==> config.mk <==
export PLATFORM = sky130hd
export DESIGN_NAME = spi_slave_rx
export DESIGN_NICKNAME = d
export VERILOG_FILES = /design/src/rtl/spi_slave_rx_pkg.sv /design/src/rtl/spi_sync_2ff.sv /design/src/rtl/spi_slave_rx.sv
export SDC_FILE = /design/constraint.sdc
export NUM_CORES = 1
export LEC_CHECK = 0
export CAP_MARGIN = 10
export CORE_ASPECT_RATIO = 1.1
export CORE_MARGIN = 2
export CORE_UTILIZATION = 58
export DETAILED_ROUTE_END_ITERATION = 10
export PLACE_DENSITY_LB_ADDON = 0.15
export REMOVE_ABC_BUFFERS = 1
export SYNTH_ARGS = -nofsm -noshare
export SYNTH_HDL_FRONTEND = slang
export SYNTH_SLANG_ARGS = --single-unit
==> constraint.sdc <==
create_clock -name i_sys_clk -period 4.69 [get_ports i_sys_clk]
set_input_delay 0.7035 -clock i_sys_clk [delete_from_list [all_inputs] [get_ports i_sys_clk]]
set_output_delay 0.7035 -clock i_sys_clk [all_outputs]
set_load 0.05 [all_outputs]
==> src/rtl/spi_slave_rx_pkg.sv <==
// spi_slave_rx_pkg: shared SPI mode constants, SCK edge code and counter width helper
package spi_slave_rx_pkg;

    localparam logic CPOL_IDLE_LOW     = 1'b0;
    localparam logic CPOL_IDLE_HIGH    = 1'b1;
    localparam logic CPHA_LEAD_SAMPLE  = 1'b0;
    localparam logic CPHA_TRAIL_SAMPLE = 1'b1;

    typedef enum logic [1:0] {
        EDGE_NONE  = 2'd0,
        EDGE_LEAD  = 2'd1,
        EDGE_TRAIL = 2'd2
    } sck_edge_t;

    function automatic int cnt_width(input int w);
        return (w > 1) ? $clog2(w) : 1;
    endfunction

endpackage

==> src/rtl/spi_sync_2ff.sv <==
// spi_sync_2ff: two-flop synchronizer bringing one SPI pin into the i_sys_clk domain
module spi_sync_2ff (
    input  logic i_sys_clk,
    input  logic i_reset_n,
    input  logic d,
    output logic q
);

    logic meta;

    // shift the asynchronous pin through two flops
    always_ff @(posedge i_sys_clk or negedge i_reset_n) begin
        if (!i_reset_n) begin
            meta <= 1'b0;
            q    <= 1'b0;
        end else begin
            meta <= d;
            q    <= meta;
        end
    end

endmodule

==> src/rtl/spi_slave_rx.sv <==
// spi_slave_rx: oversampling SPI slave (RX word + TX buffer); SPI_SLAVE_FRAME_ERR_EN adds frame_err
module spi_slave_rx
    import spi_slave_rx_pkg::*;
#(
    parameter int   DATA_WIDTH = 8,
    parameter logic CPOL       = CPOL_IDLE_LOW,
    parameter logic CPHA       = CPHA_LEAD_SAMPLE
) (
    input  logic                  i_sys_clk,
    input  logic                  i_reset_n,
    input  logic                  SCK,
    input  logic                  CS,
    input  logic                  MOSI,
    output logic                  MISO,
    input  logic [DATA_WIDTH-1:0] tx_data,
    input  logic                  tx_load,
    output logic                  tx_ready,
    output logic [DATA_WIDTH-1:0] rx_data,
    output logic                  rx_valid,
`ifdef SPI_SLAVE_FRAME_ERR_EN
    output logic                  frame_err,
`endif
    output logic                  spi_busy
);

    localparam int              CW          = cnt_width(DATA_WIDTH);
    localparam logic [CW-1:0]   LAST        = CW'(DATA_WIDTH - 1);
    localparam sck_edge_t       SAMPLE_EDGE = (CPHA == CPHA_TRAIL_SAMPLE) ? EDGE_TRAIL : EDGE_LEAD;
    localparam sck_edge_t       SHIFT_EDGE  = (CPHA == CPHA_TRAIL_SAMPLE) ? EDGE_LEAD : EDGE_TRAIL;

    logic                  sck_s, cs_s, mosi_s;
    logic                  sck_d, cs_d;
    logic                  cs_fall, cs_rise, sample, shift, wrap, xfer;
    sck_edge_t             sck_edge;
    logic [CW-1:0]         bit_cnt;
    logic [DATA_WIDTH-2:0] rx_shift;
    logic [DATA_WIDTH-1:0] rx_next, tx_shift, tx_buf, next_word;
    logic                  tx_full;

    spi_sync_2ff u_sync_sck  (.i_sys_clk(i_sys_clk), .i_reset_n(i_reset_n), .d(SCK),  .q(sck_s));
    spi_sync_2ff u_sync_cs   (.i_sys_clk(i_sys_clk), .i_reset_n(i_reset_n), .d(CS),   .q(cs_s));
    spi_sync_2ff u_sync_mosi (.i_sys_clk(i_sys_clk), .i_reset_n(i_reset_n), .d(MOSI), .q(mosi_s));

    assign cs_fall   = cs_d & ~cs_s;
    assign cs_rise   = ~cs_d & cs_s;
    assign sck_edge  = (sck_s == sck_d) ? EDGE_NONE : (sck_s != CPOL) ? EDGE_LEAD : EDGE_TRAIL;
    assign sample    = spi_busy & ~cs_rise & (sck_edge == SAMPLE_EDGE);
    assign shift     = spi_busy & ~cs_rise & (sck_edge == SHIFT_EDGE);
    assign wrap      = sample & (bit_cnt == LAST);
    assign xfer      = cs_fall | wrap;
    assign next_word = tx_full ? tx_buf : '0;
    assign rx_next   = {rx_shift, mosi_s};
    assign tx_ready  = ~tx_full;

    // previous synchronized SCK/CS levels for edge detection
    always_ff @(posedge i_sys_clk or negedge i_reset_n) begin
        if (!i_reset_n) begin
            sck_d <= 1'b0;
            cs_d  <= 1'b0;
        end else begin
            sck_d <= sck_s;
            cs_d  <= cs_s;
        end
    end

    // TX buffer: a word transfer wins over a same-cycle tx_load
    always_ff @(posedge i_sys_clk or negedge i_reset_n) begin
        if (!i_reset_n) begin
            tx_buf  <= '0;
            tx_full <= 1'b0;
        end else if (xfer) begin
            tx_buf  <= '0;
            tx_full <= 1'b0;
        end else if (tx_load && !tx_full) begin
            tx_buf  <= tx_data;
            tx_full <= 1'b1;
        end
    end

    // frame control, RX sampling and MISO shifting; tx_shift holds bits not yet on MISO
    always_ff @(posedge i_sys_clk or negedge i_reset_n) begin
        if (!i_reset_n) begin
            spi_busy <= 1'b0;
            bit_cnt  <= '0;
            rx_shift <= '0;
            rx_data  <= '0;
            rx_valid <= 1'b0;
            tx_shift <= '0;
            MISO     <= 1'b0;
        end else begin
            rx_valid <= 1'b0;
            if (cs_fall) begin
                spi_busy <= 1'b1;
                bit_cnt  <= '0;
                rx_shift <= '0;
                tx_shift <= (CPHA == CPHA_TRAIL_SAMPLE) ? next_word : next_word << 1;
                MISO     <= (CPHA == CPHA_TRAIL_SAMPLE) ? 1'b0 : next_word[DATA_WIDTH-1];
            end else if (cs_rise) begin
                spi_busy <= 1'b0;
                bit_cnt  <= '0;
                rx_shift <= '0;
                MISO     <= 1'b0;
            end else if (sample) begin
                rx_shift <= rx_next[DATA_WIDTH-2:0];
                bit_cnt  <= wrap ? '0 : bit_cnt + 1'b1;
                if (wrap) begin
                    rx_data  <= rx_next;
                    rx_valid <= 1'b1;
                    tx_shift <= next_word;
                end
            end else if (shift) begin
                MISO     <= tx_shift[DATA_WIDTH-1];
                tx_shift <= tx_shift << 1;
            end
        end
    end

`ifdef SPI_SLAVE_FRAME_ERR_EN
    // flag a CS rise that cuts a word short
    always_ff @(posedge i_sys_clk or negedge i_reset_n) begin
        if (!i_reset_n) frame_err <= 1'b0;
        else            frame_err <= cs_rise & (bit_cnt != '0);
    end
`endif

endmodule
==> metrics <==
CP max FO 4; Avg WL per Cell 15.3 um; H-tree lvl count 2; Layout Cells excl Fill 235; final instance area 2260 um2; final wirelength 3590 um; Multi-input gate area 722 um2; largest cells by area after synthesis dfrtp_1 (59%), nand2_1 (6.7%), a21oi_1 (3.8%); worst reg2reg path depth 5; die area 3850 um2; average size of a mapped cell 11.3 um2; Yosys top cell area share 59.0%; flops & latches, synth 46; CP endpoint kind output port; Placed Area 2190 um2; fin util 69.1%; Routed Antenna Nets 0; Min-Delay Endpoint u_sync_mosi.q; number of port buffers 25; Worst-Margin Slew 1.09 ns; run status finished, final reports clean; initial core utilization 59.6%; worst vdd ir 0.192 mV; HP Class flip-flop to flip-flop; post-synth top area cell dfrtp_1; Die Y 64.8 um; setup ws final 2.21 ns; Unique masters post-synth 29; Seq/Total Area, Yosys 59.0%; # diodes 0; # hold bufs at CTS 0; pwr/cell area 388 nW/um2; clock insertion delay at the later pin of the skew report 0.36 ns; number of global-route vias before repair 1365; Synth Instances 173; layout cells sized above 1 9.05%; DRT iter0 DRCs 85; Clk pwr share 26.9%; min-delay src u_sync_mosi.meta; hold slack 0.367 ns; number of buffers added for setup after CTS 0; final net count 216; Final min period 2.48 ns; core area 3280 um2; FF-to-FF End rx_shift[2]; DR DRC count 0; vias per inst 5.71; placed cells 227; Switching Fraction 28.5%; RePlAce Congestion 0.828; I/O pins 26; setup violators final 0; Slew Limit Headroom 27.4%; R2R Setup Slk 2.31 ns; Worst Skew 0.00685 ns; register area 1150 um2; pre-CTS setup slack 2.29 ns; largest net degree at the start of global routing 47; switching power 0.250 mW; DR pass1 iterations 4; Final Max Tran Viols 0; leak pwr 1.02 nW; global-route usage over all layers 21.9%; initial antenna violation count 0; Comb pwr share 18.1%; Max-Cap Viols 0; YS warnings 0; chip width 59.3 um; setup TNS 0 ns; Worst Hold Depth 0; worst-case clock buffer depth 2; Internal 0.629 mW; Area Growth Syn to Fin 16.0%; Vias 1343; global-route wire length before repair 6280 um; clock-pin slew of the registers on the worst-case setup and hold paths 0.12 ns; CTS root buf clkbuf_4; fmax 0.402 GHz; CTS Buf Count 5; synthesized cell area 1950 um2; CP Launch Type flip-flop; Remaining Overflow, GRT 0; Final HPWL DP 2500 um; Flop pwr share 55.0%; Pwr Total 0.879 mW; Hold Vio Cnt, Final 0; clk sinks 46; Worst EP required 3.99 ns; reg2reg start cs_d; Period Utilization, post-route 53.0%; row count 22; TritonCTS clock tree done; CP arrival 1.78 ns; RSZ-0062 raised after global routing no; Worst Path Class, Setup flip-flop to output port; post-cts resize count 0; fillcell total 250
cells in the mapped netlist, drive strengths merged:
library cell	n
mux2	9
nand3	1
o41ai	1
inv	7
a21oi	15
nor2	13
a22o	1
nand3b	1
nor3	1
a222oi	6
nor3b	1
and4bb	1
a311oi	1
o21ai	11
dfrtp	46
ha	4
buf	7
nor4	2
nand2	36
nand2b	4
nor2b	2
a221oi	1
a21o	2
sequential cells by signal (all words and copies together), names as in the netlist, 3 cells and up:
name      count
bit_cnt       3
rx_shift      7
tx_shift      8
rx_data       8
tx_buf        8
area by class of cell:
type | instances | share of cell area, %
flip-flops and latches | 46 | 50.8
repair buffers | 25 | 10.8
clock inverters | 1 | 1.33
well taps | 36 | 1.99
multi-input cells | 113 | 31.9
inverters | 7 | 1.16
clock buffers | 7 | 1.99
cell usage in the layout, fill, tap and decap left out:
master / count
dfrtp_1: 46
nand2_1: 35
clkdlybuf4s50_1: 24
a21oi_1: 15
nor2_1: 13
o21ai_0: 11
inv_1: 7
a222oi_1: 6
mux2_1: 5
clkbuf_4: 5
mux2_2: 4
ha_1: 4
nand2b_1: 3
nor2b_1: 2
a21o_1: 2
clkbuf_1: 2
nand2b_4: 1
nor3_2: 1
nand2_2: 1
nand3b_1: 1
a311oi_4: 1
and4bb_4: 1
nor4_4: 1
nand3_1: 1
nor4_1: 1
a22o_1: 1
o41ai_2: 1
nor3b_1: 1
a221oi_1: 1
bufinv_16: 1
buf_2: 1
kinds of logic after synthesis:
| family | Yosys count | synth area share (%) |
|---|---|---|
| adder cells (fa/ha/maj) | 4 | 2.56 |
| buffers and inverters | 14 | 4.04 |
| AO/OA/AOI/OAI | 38 | 13.6 |
| AND/OR/NAND/NOR | 62 | 15.6 |
| flip-flops | 46 | 59.0 |
| multiplexers | 9 | 5.19 |
worst max-delay path by stage:
| stage | startpoint | to | slack, ns | cells after the start |
|---|---|---|---|---|
| finish | tx_full | tx_ready | 2.21 | 2 |
| global route | cs_d | rx_shift[2] | 2.05 | 5 |
| CTS | tx_full | tx_ready | 2.19 | 2 |
| detailed placement | cs_d | rx_shift[5] | 2.29 | 5 |
| global placement | cs_d | bit_cnt[0] | 2.42 | 6 |
| floorplan | cs_d | bit_cnt[0] | 2.65 | 6 |
power groups by stage:
stage	Combinational, mW	Clock (mW)	Sequential [mW]
floorplan	0.0944	0	0.495
global placement	0.151	0	0.486
detailed placement	0.160	0	0.492
CTS	0.162	0.243	0.484
global route	0.180	0.261	0.491
finish	0.159	0.236	0.483
worst max-delay path, stage by stage (launching register included):
cell and delay [ns]:
dfrtp_1 0.41, inv_1 0.17, clkdlybuf4s50_1 0.83
layer usage:
layer  vias up  GRT usage, %  wire [um]
met4         0          8.52         77
met1       648          28.0       1540
li1        645             -          -
met3         9          6.19        163
met2        41          34.9       1810
met5         -             0          0
Power figures use the tool's default switching activity.
